<file path="src/rtl/ad1868_pkg.sv">
// Shared types and constants for the AD1868 serial-audio deserializer.
package ad1868_pkg;

   localparam int unsigned AD1868_WIDTH_DEFAULT = 16;
   localparam int unsigned ERR_CNT_W            = 8;
   localparam int unsigned BIT_CNT_W            = 5;

   typedef enum logic [0:0] {
      IDLE  = 1'b0,
      SHIFT = 1'b1
   } des_state_t;

   // The four AD1868 pins, synchronized and edge-detected as one bundle.
   typedef struct packed {
      logic latch;
      logic data_r;
      logic data_l;
      logic clk;
   } ad_bits_t;

endpackage

</file>
<file path="src/rtl/ad1868_deserializer_if.sv">
// AD1868 serial inputs and recovered parallel sample outputs of the deserializer.
interface ad1868_deserializer_if
   import ad1868_pkg::*;
#(
   parameter int unsigned WIDTH = AD1868_WIDTH_DEFAULT
);

   logic                 i_ad_clk;
   logic                 i_ad_data_l;
   logic                 i_ad_data_r;
   logic                 i_ad_latch;
   logic [WIDTH-1:0]     o_data_l;
   logic [WIDTH-1:0]     o_data_r;
   logic                 o_valid;
   logic                 o_locked;
   logic [ERR_CNT_W-1:0] o_err_cnt;

   modport slave (
      input  i_ad_clk, i_ad_data_l, i_ad_data_r, i_ad_latch,
      output o_data_l, o_data_r, o_valid, o_locked, o_err_cnt
   );

   modport master (
      output i_ad_clk, i_ad_data_l, i_ad_data_r, i_ad_latch,
      input  o_data_l, o_data_r, o_valid, o_locked, o_err_cnt
   );

endinterface

</file>
<file path="src/rtl/ad1868_deserializer_ad_input_sync.sv">
// N-bit multi-stage synchronizer with history register and registered rise/fall strobes.
module ad_input_sync #(
   parameter int unsigned N      = 4,
   parameter int unsigned STAGES = 2
) (
   input  logic         i_mclk,
   input  logic         i_rst,
   input  logic [N-1:0] i_d,
   output logic [N-1:0] o_level,
   output logic [N-1:0] o_rise,
   output logic [N-1:0] o_fall
);

   logic [STAGES-1:0][N-1:0] sync_q;
   logic [N-1:0]             hist_q;
   logic [N-1:0]             rise_q;
   logic [N-1:0]             fall_q;

   // hist_q is the synchronized level aligned with the registered strobes
   always_ff @(posedge i_mclk) begin
      if (i_rst) begin
         sync_q <= '0;
         hist_q <= '0;
         rise_q <= '0;
         fall_q <= '0;
      end else begin
         sync_q <= {sync_q[STAGES-2:0], i_d};
         hist_q <= sync_q[STAGES-1];
         rise_q <= sync_q[STAGES-1] & ~hist_q;
         fall_q <= ~sync_q[STAGES-1] & hist_q;
      end
   end

   assign o_level = hist_q;
   assign o_rise  = rise_q;
   assign o_fall  = fall_q;

endmodule

</file>
<file path="src/rtl/ad1868_deserializer.sv">
// Recovers AD1868 serial audio into parallel L/R words in the master-clock domain.
// Optional short-word statistics: define AD1868_DESER_STATS_EN.
module ad1868_deserializer
   import ad1868_pkg::*;
#(
   parameter int unsigned WIDTH       = AD1868_WIDTH_DEFAULT,
   parameter int unsigned SYNC_STAGES = 2
) (
   input  logic                  i_mclk,
   input  logic                  i_rst,
   ad1868_deserializer_if.slave  bus
);

   localparam logic [BIT_CNT_W-1:0] BIT_CNT_MAX = '1;
   localparam logic [BIT_CNT_W-1:0] WORD_BITS   = BIT_CNT_W'(WIDTH);

   ad_bits_t pin;
   ad_bits_t lvl;
   ad_bits_t rise;
   ad_bits_t fall;
   logic     unused_edges;

   assign pin.clk    = bus.i_ad_clk;
   assign pin.data_l = bus.i_ad_data_l;
   assign pin.data_r = bus.i_ad_data_r;
   assign pin.latch  = bus.i_ad_latch;

   ad_input_sync #(
      .N      ($bits(ad_bits_t)),
      .STAGES (SYNC_STAGES)
   ) u_sync (
      .i_mclk  (i_mclk),
      .i_rst   (i_rst),
      .i_d     (pin),
      .o_level (lvl),
      .o_rise  (rise),
      .o_fall  (fall)
   );

   assign unused_edges = ^{lvl.clk, lvl.latch, rise.data_l, rise.data_r, rise.latch,
                           fall.clk, fall.data_l, fall.data_r};

   des_state_t           state_q, state_d;
   logic [WIDTH-1:0]     sh_l_q, sh_l_d;
   logic [WIDTH-1:0]     sh_r_q, sh_r_d;
   logic [BIT_CNT_W-1:0] cnt_q, cnt_d;
   logic [WIDTH-1:0]     data_l_q, data_l_d;
   logic [WIDTH-1:0]     data_r_q, data_r_d;
   logic                 valid_q, valid_d;
   logic                 locked_q, locked_d;
`ifdef AD1868_DESER_STATS_EN
   logic [ERR_CNT_W-1:0] err_q, err_d;
`endif

   always_ff @(posedge i_mclk) begin
      if (i_rst) begin
         state_q  <= IDLE;
         sh_l_q   <= '0;
         sh_r_q   <= '0;
         cnt_q    <= '0;
         data_l_q <= '0;
         data_r_q <= '0;
         valid_q  <= 1'b0;
         locked_q <= 1'b0;
`ifdef AD1868_DESER_STATS_EN
         err_q    <= '0;
`endif
      end else begin
         state_q  <= state_d;
         sh_l_q   <= sh_l_d;
         sh_r_q   <= sh_r_d;
         cnt_q    <= cnt_d;
         data_l_q <= data_l_d;
         data_r_q <= data_r_d;
         valid_q  <= valid_d;
         locked_q <= locked_d;
`ifdef AD1868_DESER_STATS_EN
         err_q    <= err_d;
`endif
      end
   end

   // A coincident bit edge is shifted before the latch decision sees the word
   always_comb begin
      state_d  = state_q;
      sh_l_d   = sh_l_q;
      sh_r_d   = sh_r_q;
      cnt_d    = cnt_q;
      data_l_d = data_l_q;
      data_r_d = data_r_q;
      valid_d  = 1'b0;
      locked_d = locked_q;
`ifdef AD1868_DESER_STATS_EN
      err_d    = err_q;
`endif
      case (state_q)
         IDLE: begin
            if (fall.latch) begin
               state_d = SHIFT;
               cnt_d   = '0;
            end
         end
         SHIFT: begin
            if (rise.clk) begin
               sh_l_d = {sh_l_q[WIDTH-2:0], lvl.data_l};
               sh_r_d = {sh_r_q[WIDTH-2:0], lvl.data_r};
               if (cnt_q != BIT_CNT_MAX) begin
                  cnt_d = BIT_CNT_W'(cnt_q + 1'b1);
               end
            end
            if (fall.latch) begin
               if (cnt_d >= WORD_BITS) begin
                  data_l_d = sh_l_d;
                  data_r_d = sh_r_d;
                  valid_d  = 1'b1;
                  locked_d = 1'b1;
               end else begin
`ifdef AD1868_DESER_STATS_EN
                  locked_d = 1'b0;
                  if (err_q != '1) begin
                     err_d = ERR_CNT_W'(err_q + 1'b1);
                  end
`endif
               end
               cnt_d = '0;
            end
         end
         default: state_d = IDLE;
      endcase
   end

   assign bus.o_data_l = data_l_q;
   assign bus.o_data_r = data_r_q;
   assign bus.o_valid  = valid_q;
   assign bus.o_locked = locked_q;
`ifdef AD1868_DESER_STATS_EN
   assign bus.o_err_cnt = err_q;
`else
   assign bus.o_err_cnt = '0;
`endif

endmodule

</file>
<file path="src/flat_wrapper.sv">
// flat-port wrapper written by rule: the top's interface ports become plain ports
module ad1868_deserializer_flat import ad1868_pkg::*;
#(
   parameter int unsigned WIDTH       = AD1868_WIDTH_DEFAULT,
   parameter int unsigned SYNC_STAGES = 2
)
  (i_mclk, i_rst, bus_i_ad_clk, bus_i_ad_data_l, bus_i_ad_data_r, bus_i_ad_latch, bus_o_data_l, bus_o_data_r, bus_o_valid, bus_o_locked, bus_o_err_cnt);
  ad1868_deserializer_if #(.WIDTH(WIDTH)) bus_i ();
  input  logic i_mclk;
  input  logic i_rst;
  input wire logic [$bits(bus_i.i_ad_clk)-1:0] bus_i_ad_clk;
  input wire logic [$bits(bus_i.i_ad_data_l)-1:0] bus_i_ad_data_l;
  input wire logic [$bits(bus_i.i_ad_data_r)-1:0] bus_i_ad_data_r;
  input wire logic [$bits(bus_i.i_ad_latch)-1:0] bus_i_ad_latch;
  output wire logic [$bits(bus_i.o_data_l)-1:0] bus_o_data_l;
  output wire logic [$bits(bus_i.o_data_r)-1:0] bus_o_data_r;
  output wire logic [$bits(bus_i.o_valid)-1:0] bus_o_valid;
  output wire logic [$bits(bus_i.o_locked)-1:0] bus_o_locked;
  output wire logic [$bits(bus_i.o_err_cnt)-1:0] bus_o_err_cnt;
  assign bus_i.i_ad_clk = bus_i_ad_clk;
  assign bus_i.i_ad_data_l = bus_i_ad_data_l;
  assign bus_i.i_ad_data_r = bus_i_ad_data_r;
  assign bus_i.i_ad_latch = bus_i_ad_latch;
  assign bus_o_data_l = bus_i.o_data_l;
  assign bus_o_data_r = bus_i.o_data_r;
  assign bus_o_valid = bus_i.o_valid;
  assign bus_o_locked = bus_i.o_locked;
  assign bus_o_err_cnt = bus_i.o_err_cnt;
  ad1868_deserializer #(.WIDTH(WIDTH), .SYNC_STAGES(SYNC_STAGES)) u_core (.i_mclk(i_mclk), .i_rst(i_rst), .bus(bus_i));
endmodule
</file>
<file path="config.mk">
export PLATFORM = sky130hd
export DESIGN_NAME = ad1868_deserializer_flat
export DESIGN_NICKNAME = d
export VERILOG_FILES = /design/src/rtl/ad1868_pkg.sv /design/src/rtl/ad1868_deserializer_if.sv /design/src/rtl/ad1868_deserializer_ad_input_sync.sv /design/src/rtl/ad1868_deserializer.sv /design/src/flat_wrapper.sv
export SDC_FILE = /design/constraint.sdc
export NUM_CORES = 1
export LEC_CHECK = 0
export CORE_ASPECT_RATIO = 1.25
export CORE_MARGIN = 2
export CORE_UTILIZATION = 54
export CTS_BUF_LIST = sky130_fd_sc_hd__clkbuf_16
export CTS_CLUSTER_SIZE = 25
export DETAILED_ROUTE_END_ITERATION = 6
export HOLD_SLACK_MARGIN = 0.12
export PLACE_DENSITY_LB_ADDON = 0.05
export SYNTH_ARGS = -nofsm -noshare
export SYNTH_HDL_FRONTEND = slang
export SYNTH_SLANG_ARGS = --single-unit
</file>
<file path="constraint.sdc">
create_clock -name i_mclk -period 1.8 [get_ports i_mclk]
set_clock_uncertainty 0.05 [all_clocks]
set_input_delay 0.36 -clock i_mclk [delete_from_list [all_inputs] [get_ports i_mclk]]
set_output_delay 0.36 -clock i_mclk [all_outputs]
set_load 0.01 [all_outputs]
</file>
# Word-level counts from Yosys, hierarchy flattened
# Cells that the tools add are included.
totals:
  regBits: 89
  inputBits: 6
  word_cells: 36
classes:
  n_addsub: 1
  n_lt_le_gt_ge: 1
  eq_ne: 2
  n_mux: 11
  n_bitwise: 6
  n_reduce_logical: 2
op_table:
  columns: ["operator", "n"]
  rows:
  - ["2-to-1 mux 16 bit", 2]
  - ["2-to-1 mux 5 bit", 5]
  - ["case mux 5 bit (2 select lines)", 1]
  - ["adder 5 x 1 -> 5 bit, second input constant", 1]
  - ["greater-or-equal comparator 5 bit, second input constant", 1]
  - ["!= test 5 bit, second input constant", 1]
  - ["bitwise AND 4 bit", 1]
  - ["inverter 4 bit", 1]
  - ["2-to-1 mux 1 bit", 3]
  - ["inverter 1 bit", 3]
  - ["AND reduction 3 bit", 1]
  - ["OR reduction 3 bit", 1]
  - ["!= test 2 bit, second input constant", 1]
  - ["bitwise AND 1 bit", 1]

# Logic depth before layout (Yosys ltp)
logic_depth:
  depth_word: 6
  mapped_depth: 6

# Cells and area by module
# A second synthesis with hierarchy kept.
unflattened:
  cells_unflattened: 374
  hier_area_um2: 3897.5
by_module_without_submodules:
  columns: ["module", "instances", "cells_each", "area_each_um2", "seq_area_each_um2"]
  rows:
  - ["ad1868_deserializer", 1, 332, 3305.7, 1441.4]
  - ["ad_input_sync", 1, 42, 591.8, 400.4]

# Worst setup path after synthesis
# Ideal clock, no wire load.
synth_path:
  path_kind: "reg2reg"
  from: "register u_core.cnt_q[0]"
  to: "register u_core.data_r_q[0] (netlist: u_core.bus.o_data_r[0])"
  setup_time_ns: 0.143
  t_arrival_ns: 1.244
  required_time_ns: 1.607
  slack_ns: 0.363
  path_stages_with_launch: 6
  n_path_buf: 1
  synth_period_minus_slack_ns: 1.437
  cell_sequence: "dfxtp_1 ha_1 a41oi_1 nor2_2 buf_6 a211oi_2"
synth_between:
  elab_chain_cells: 6
synth_lines:
  columns: ["item", "line", "rtl"]
  rows:
  - ["start: declaration", "ad1868_deserializer.sv:46", "logic [BIT_CNT_W-1:0] cnt_q, cnt_d;"]
  - ["start signal: assignment", "ad1868_deserializer.sv:72", "cnt_q <= cnt_d;"]
  - ["adder 5 x 1 -> 5 bit or != test 5 bit (tied branches)", "ad1868_deserializer.sv:108, ad1868_deserializer.sv:107", null]
  - ["2-to-1 mux 5 bit", "ad1868_deserializer.sv:107", "if (cnt_q != BIT_CNT_MAX) begin"]
  - ["2-to-1 mux 5 bit (*)", "ad1868_deserializer.sv:104", "if (rise.clk) begin"]
  - ["2-to-1 mux 5 bit (*)", "ad1868_deserializer.sv:96", "case (state_q)"]
  - ["greater-or-equal comparator 5 bit (*)", "ad1868_deserializer.sv:112", "if (cnt_d >= WORD_BITS) begin"]
  - ["AND reduction 3 bit (no source line) (*)", null, null]
  - ["end signal: assignment", "ad1868_deserializer.sv:74", "data_r_q <= data_r_d;"]
  - ["end: declaration", "ad1868_deserializer.sv:48", "logic [WIDTH-1:0] data_r_q, data_r_d;"]
# Mark *: on every way between the ends. The rest lies on a longest branch, timed or not. The select of a mux whose other input is x is not followed.
# A chain may end at the register's enable or synchronous reset.

# Final worst setup path
layout_path:
  from: "register u_core.data_l_q[9] (netlist: u_core.bus.o_data_l[9])"
  to: "output bus_o_data_l[9]"
layout_lines:
  columns: ["item", "line", "rtl"]
  rows:
  - ["start: declaration", "ad1868_deserializer.sv:47", "logic [WIDTH-1:0] data_l_q, data_l_d;"]
  - ["start signal: assignment", "ad1868_deserializer.sv:73", "data_l_q <= data_l_d;"]
  - ["end: declaration", "flat_wrapper.sv:15", "output wire logic [$bits(bus_i.o_data_l)-1:0] bus_o_data_l;"]
# No word-level cell between the ends.

==> results.sh <==
export IMPL_min_period_ns=1.645
export IMPL_hold_ws_ns=0.2247
export IMPL_route_detailed_wl_per_inst_um=13.25
export IMPL_cts_buffers=9
export IMPL_root_buffer="clkbuf_16"
export IMPL_cpPeakStageDelay_ns=0.55
export IMPL_grt_use_total_pct=20.14
export IMPL_synth_compound_area_share_pct=19.93
export IMPL_drt_first_pass_iters=4
export IMPL_synth_mux_area_fraction_pct=9.381
export IMPL_grt_pass1_vias=2383
export IMPL_fin_area_um2=4106
export IMPL_core_um2=6126
export IMPL_yosys_warnings=0
export IMPL_drt_iter0_drc=119
export IMPL_grt_pass1_wl_mm=10.96
export IMPL_antenna_found_initial=0
export IMPL_drive_above_1_share_pct=10.78
export IMPL_rsz0062_at_grt="no"
export IMPL_irDropWorstVdd_mv=0.6632
export IMPL_syn_area_um2=3415
export IMPL_synth_xor_area_share_pct=0
export IMPL_wl_mm=6.414
export IMPL_hold_viol=0
export IMPL_max_freq_ghz=0.6078
export IMPL_dieArea_um2=6979
export IMPL_syn_area_per_cell_um2=9.406
export IMPL_io_pins=48
export IMPL_outcome="complete, no violations"
export IMPL_setup_viol=0
export IMPL_port_buffers=39
export IMPL_insertion_delay_ns=0.33
export IMPL_avgViaCountPerCell=5.291
export IMPL_yosys_area_share_adder_pct=0.3664
export IMPL_vias=2561
export IMPL_postPlaceCellArea_um2=3832
export IMPL_initial_core_util_pct=55.74
export IMPL_path_max_fanout=2
export IMPL_preCtsSetupSlack_ns=0.1702
export IMPL_die_y_um=92.91
export IMPL_ys_types=28
export IMPL_final_instance_count_excl_fill=484
export IMPL_synth_top_family_by_area="compound AO/OA/AOI/OAI gates"
export IMPL_worst_setup_path_type="reg2out"
export IMPL_layout_common_cells="85 x dfxtp_1, 70 x a21oi_1, 66 x nand2_1, 38 x clkdlybuf4s50_1, 32 x mux2i_1"
export IMPL_htree_levels=3
export IMPL_cp_cell_sequence="clkdlybuf4s50_1"
export IMPL_fin_nets=401
export IMPL_gp_congestion=0.7407
export IMPL_critical_path_startpoint_type="flop"
export IMPL_ys_seq_area_share_pct=50.42
export IMPL_power_density_nw_per_um2=893.4
export IMPL_worstPathBufferInverterCount=1
export IMPL_p_leak_nw=1.268
export IMPL_clock_sinks=86
export IMPL_grt_max_degree=60
export IMPL_cts_resized=0
export IMPL_placed_cells_incl_taps=468
export IMPL_critical_path_top_delay_family="buffers and inverters"
export IMPL_holdBufCountCts=0
export IMPL_crit_arrival_ns=1.24
export IMPL_fill_cells=528
export IMPL_ys_seq_elements=86
export IMPL_synthSimpleGateAreaFrac_pct=13.08
export IMPL_setup_ws_ns=0.1546
export IMPL_cts_setup_buffers=0
export IMPL_rows=32
export IMPL_num_antenna_cells=0
export IMPL_timing_final_crit_share_pct=91.41
export IMPL_grt_ovfl_total=0
export IMPL_worstPathRequired_ns=1.39
export IMPL_drv_cap=0
export IMPL_clk_pin_slew_ns=0.06
export IMPL_clock_path_buffers=2
export IMPL_crit_slowest_cell="clkdlybuf4s50_1"
export IMPL_end_kind="output pin"
export IMPL_maxSlewViolCount=0
export IMPL_post_dp_hpwl_mm=4.074
export IMPL_cts_tree="built"
export IMPL_hold_class="in2reg"
export IMPL_area_growth_pct=20.26
export IMPL_fin_setup_tns_ns=0
export IMPL_layout_commonest_cell="dfxtp_1"
export IMPL_drc=0
export IMPL_antenna_left=0
export IMPL_dieWidth_um=75.13
export IMPL_syn_inst=363
[sequential cells by signal, indices dropped and copies added (netlist names), 4 cells and up]
signal                 cells
u_core.sh_l_q             16
u_core.bus.o_data_l       16
u_core.u_sync.sync_q       8
u_core.sh_r_q             16
u_core.cnt_q               5
u_core.bus.o_data_r       16
u_core.u_sync.o_level      4
[through the flow]
stage                     util, %  power (mW)
after global placement      62.56       2.047
after detailed placement    62.56       2.046
after CTS                   67.03       3.712
after floorplan                 -       2.035
after global routing        67.03       3.807
final                       67.03       3.669
[synthesized netlist by cell type]
library cell | instances | area share, %
conb_1 | 1 | 0.11
or3_1 | 1 | 0.18
nand4_1 | 2 | 0.37
ha_1 | 1 | 0.37
and4_1 | 2 | 0.51
clkbuf_1 | 10 | 1.1
a211oi_2 | 12 | 4.4
nor2_1 | 4 | 0.44
buf_2 | 12 | 1.8
nor3b_1 | 1 | 0.22
and3_1 | 1 | 0.18
nand3b_1 | 1 | 0.22
a41o_2 | 1 | 0.33
buf_6 | 4 | 1.3
mux2i_1 | 32 | 9.4
o21ai_0 | 2 | 0.29
a41oi_1 | 1 | 0.26
a21oi_1 | 70 | 10
buf_4 | 11 | 2.4
nor2b_1 | 13 | 2.4
nor2_2 | 1 | 0.18
or2_1 | 1 | 0.18
and2_1 | 2 | 0.37
nor3_1 | 4 | 0.59
dfxtp_1 | 86 | 50
nand2_1 | 66 | 7.3
a211oi_1 | 20 | 4.4
buf_1 | 1 | 0.11
[cells by family after synthesis]
kind of cell	count (synthesis)
other	1
adder cells (fa/ha/maj)	1
AO/OA/AOI/OAI	106
AND/OR/NAND/NOR	99
multiplexers	32
buffers and inverters	38
flip-flops	86
[worst register-to-register path: cells and delay by family, from the launching register on]
family | cells | cell delay (ns)
and+or+nand+nor | 1 | 0.08
AOI/OAI and AO/OA | 2 | 0.61
DFF | 1 | 0.33
buffers and inverters | 1 | 0.21
adders and majority gates | 1 | 0.27
[final timing paths]
| path | slack (ns) | endpoint | startpoint | depth (start not counted) |
|---|---|---|---|---|
| min reg2reg | 0.34 | u_core.u_sync.o_rise[0] | u_core.u_sync.o_level[0] | 1 |
| max reg2reg | 0.16 | u_core.bus.o_data_r[13] | u_core.cnt_q[0] | 5 |
| min | 0.22 | u_core.u_sync.sync_q[4] | i_rst | 2 |
| max | 0.15 | bus_o_data_l[9] | u_core.bus.o_data_l[9] | 1 |
[layer usage]
layer | vias to the layer above | track usage, % | wire length [µm]
met5 | - | 0 | 0
met4 | 0 | 7.589 | 89
met3 | 9 | 4.679 | 191
met2 | 42 | 32.82 | 3302
met1 | 1192 | 25.38 | 2831
li1 | 1318 | - | -
[final cells by class]
cell class              count  area, µm²  share of cell area (%)
flip-flops and latches     86       1723                   41.96
clock inverters             7      48.80                   1.188
clock buffers               9      225.2                   5.484
well taps                  85      106.4                   2.590
repair buffers             51      513.0                   12.49
multi-input cells         246       1490                   36.29
[report_power, final]
part	switching, mW	total [mW]	leakage [nW]	internal (mW)
sequential	0.00466	1.92	0.695	1.92
clock	0.730	1.67	0.126	0.935
combinational	0.0529	0.0835	0.448	0.0306
(Power assumes the default switching activity.)
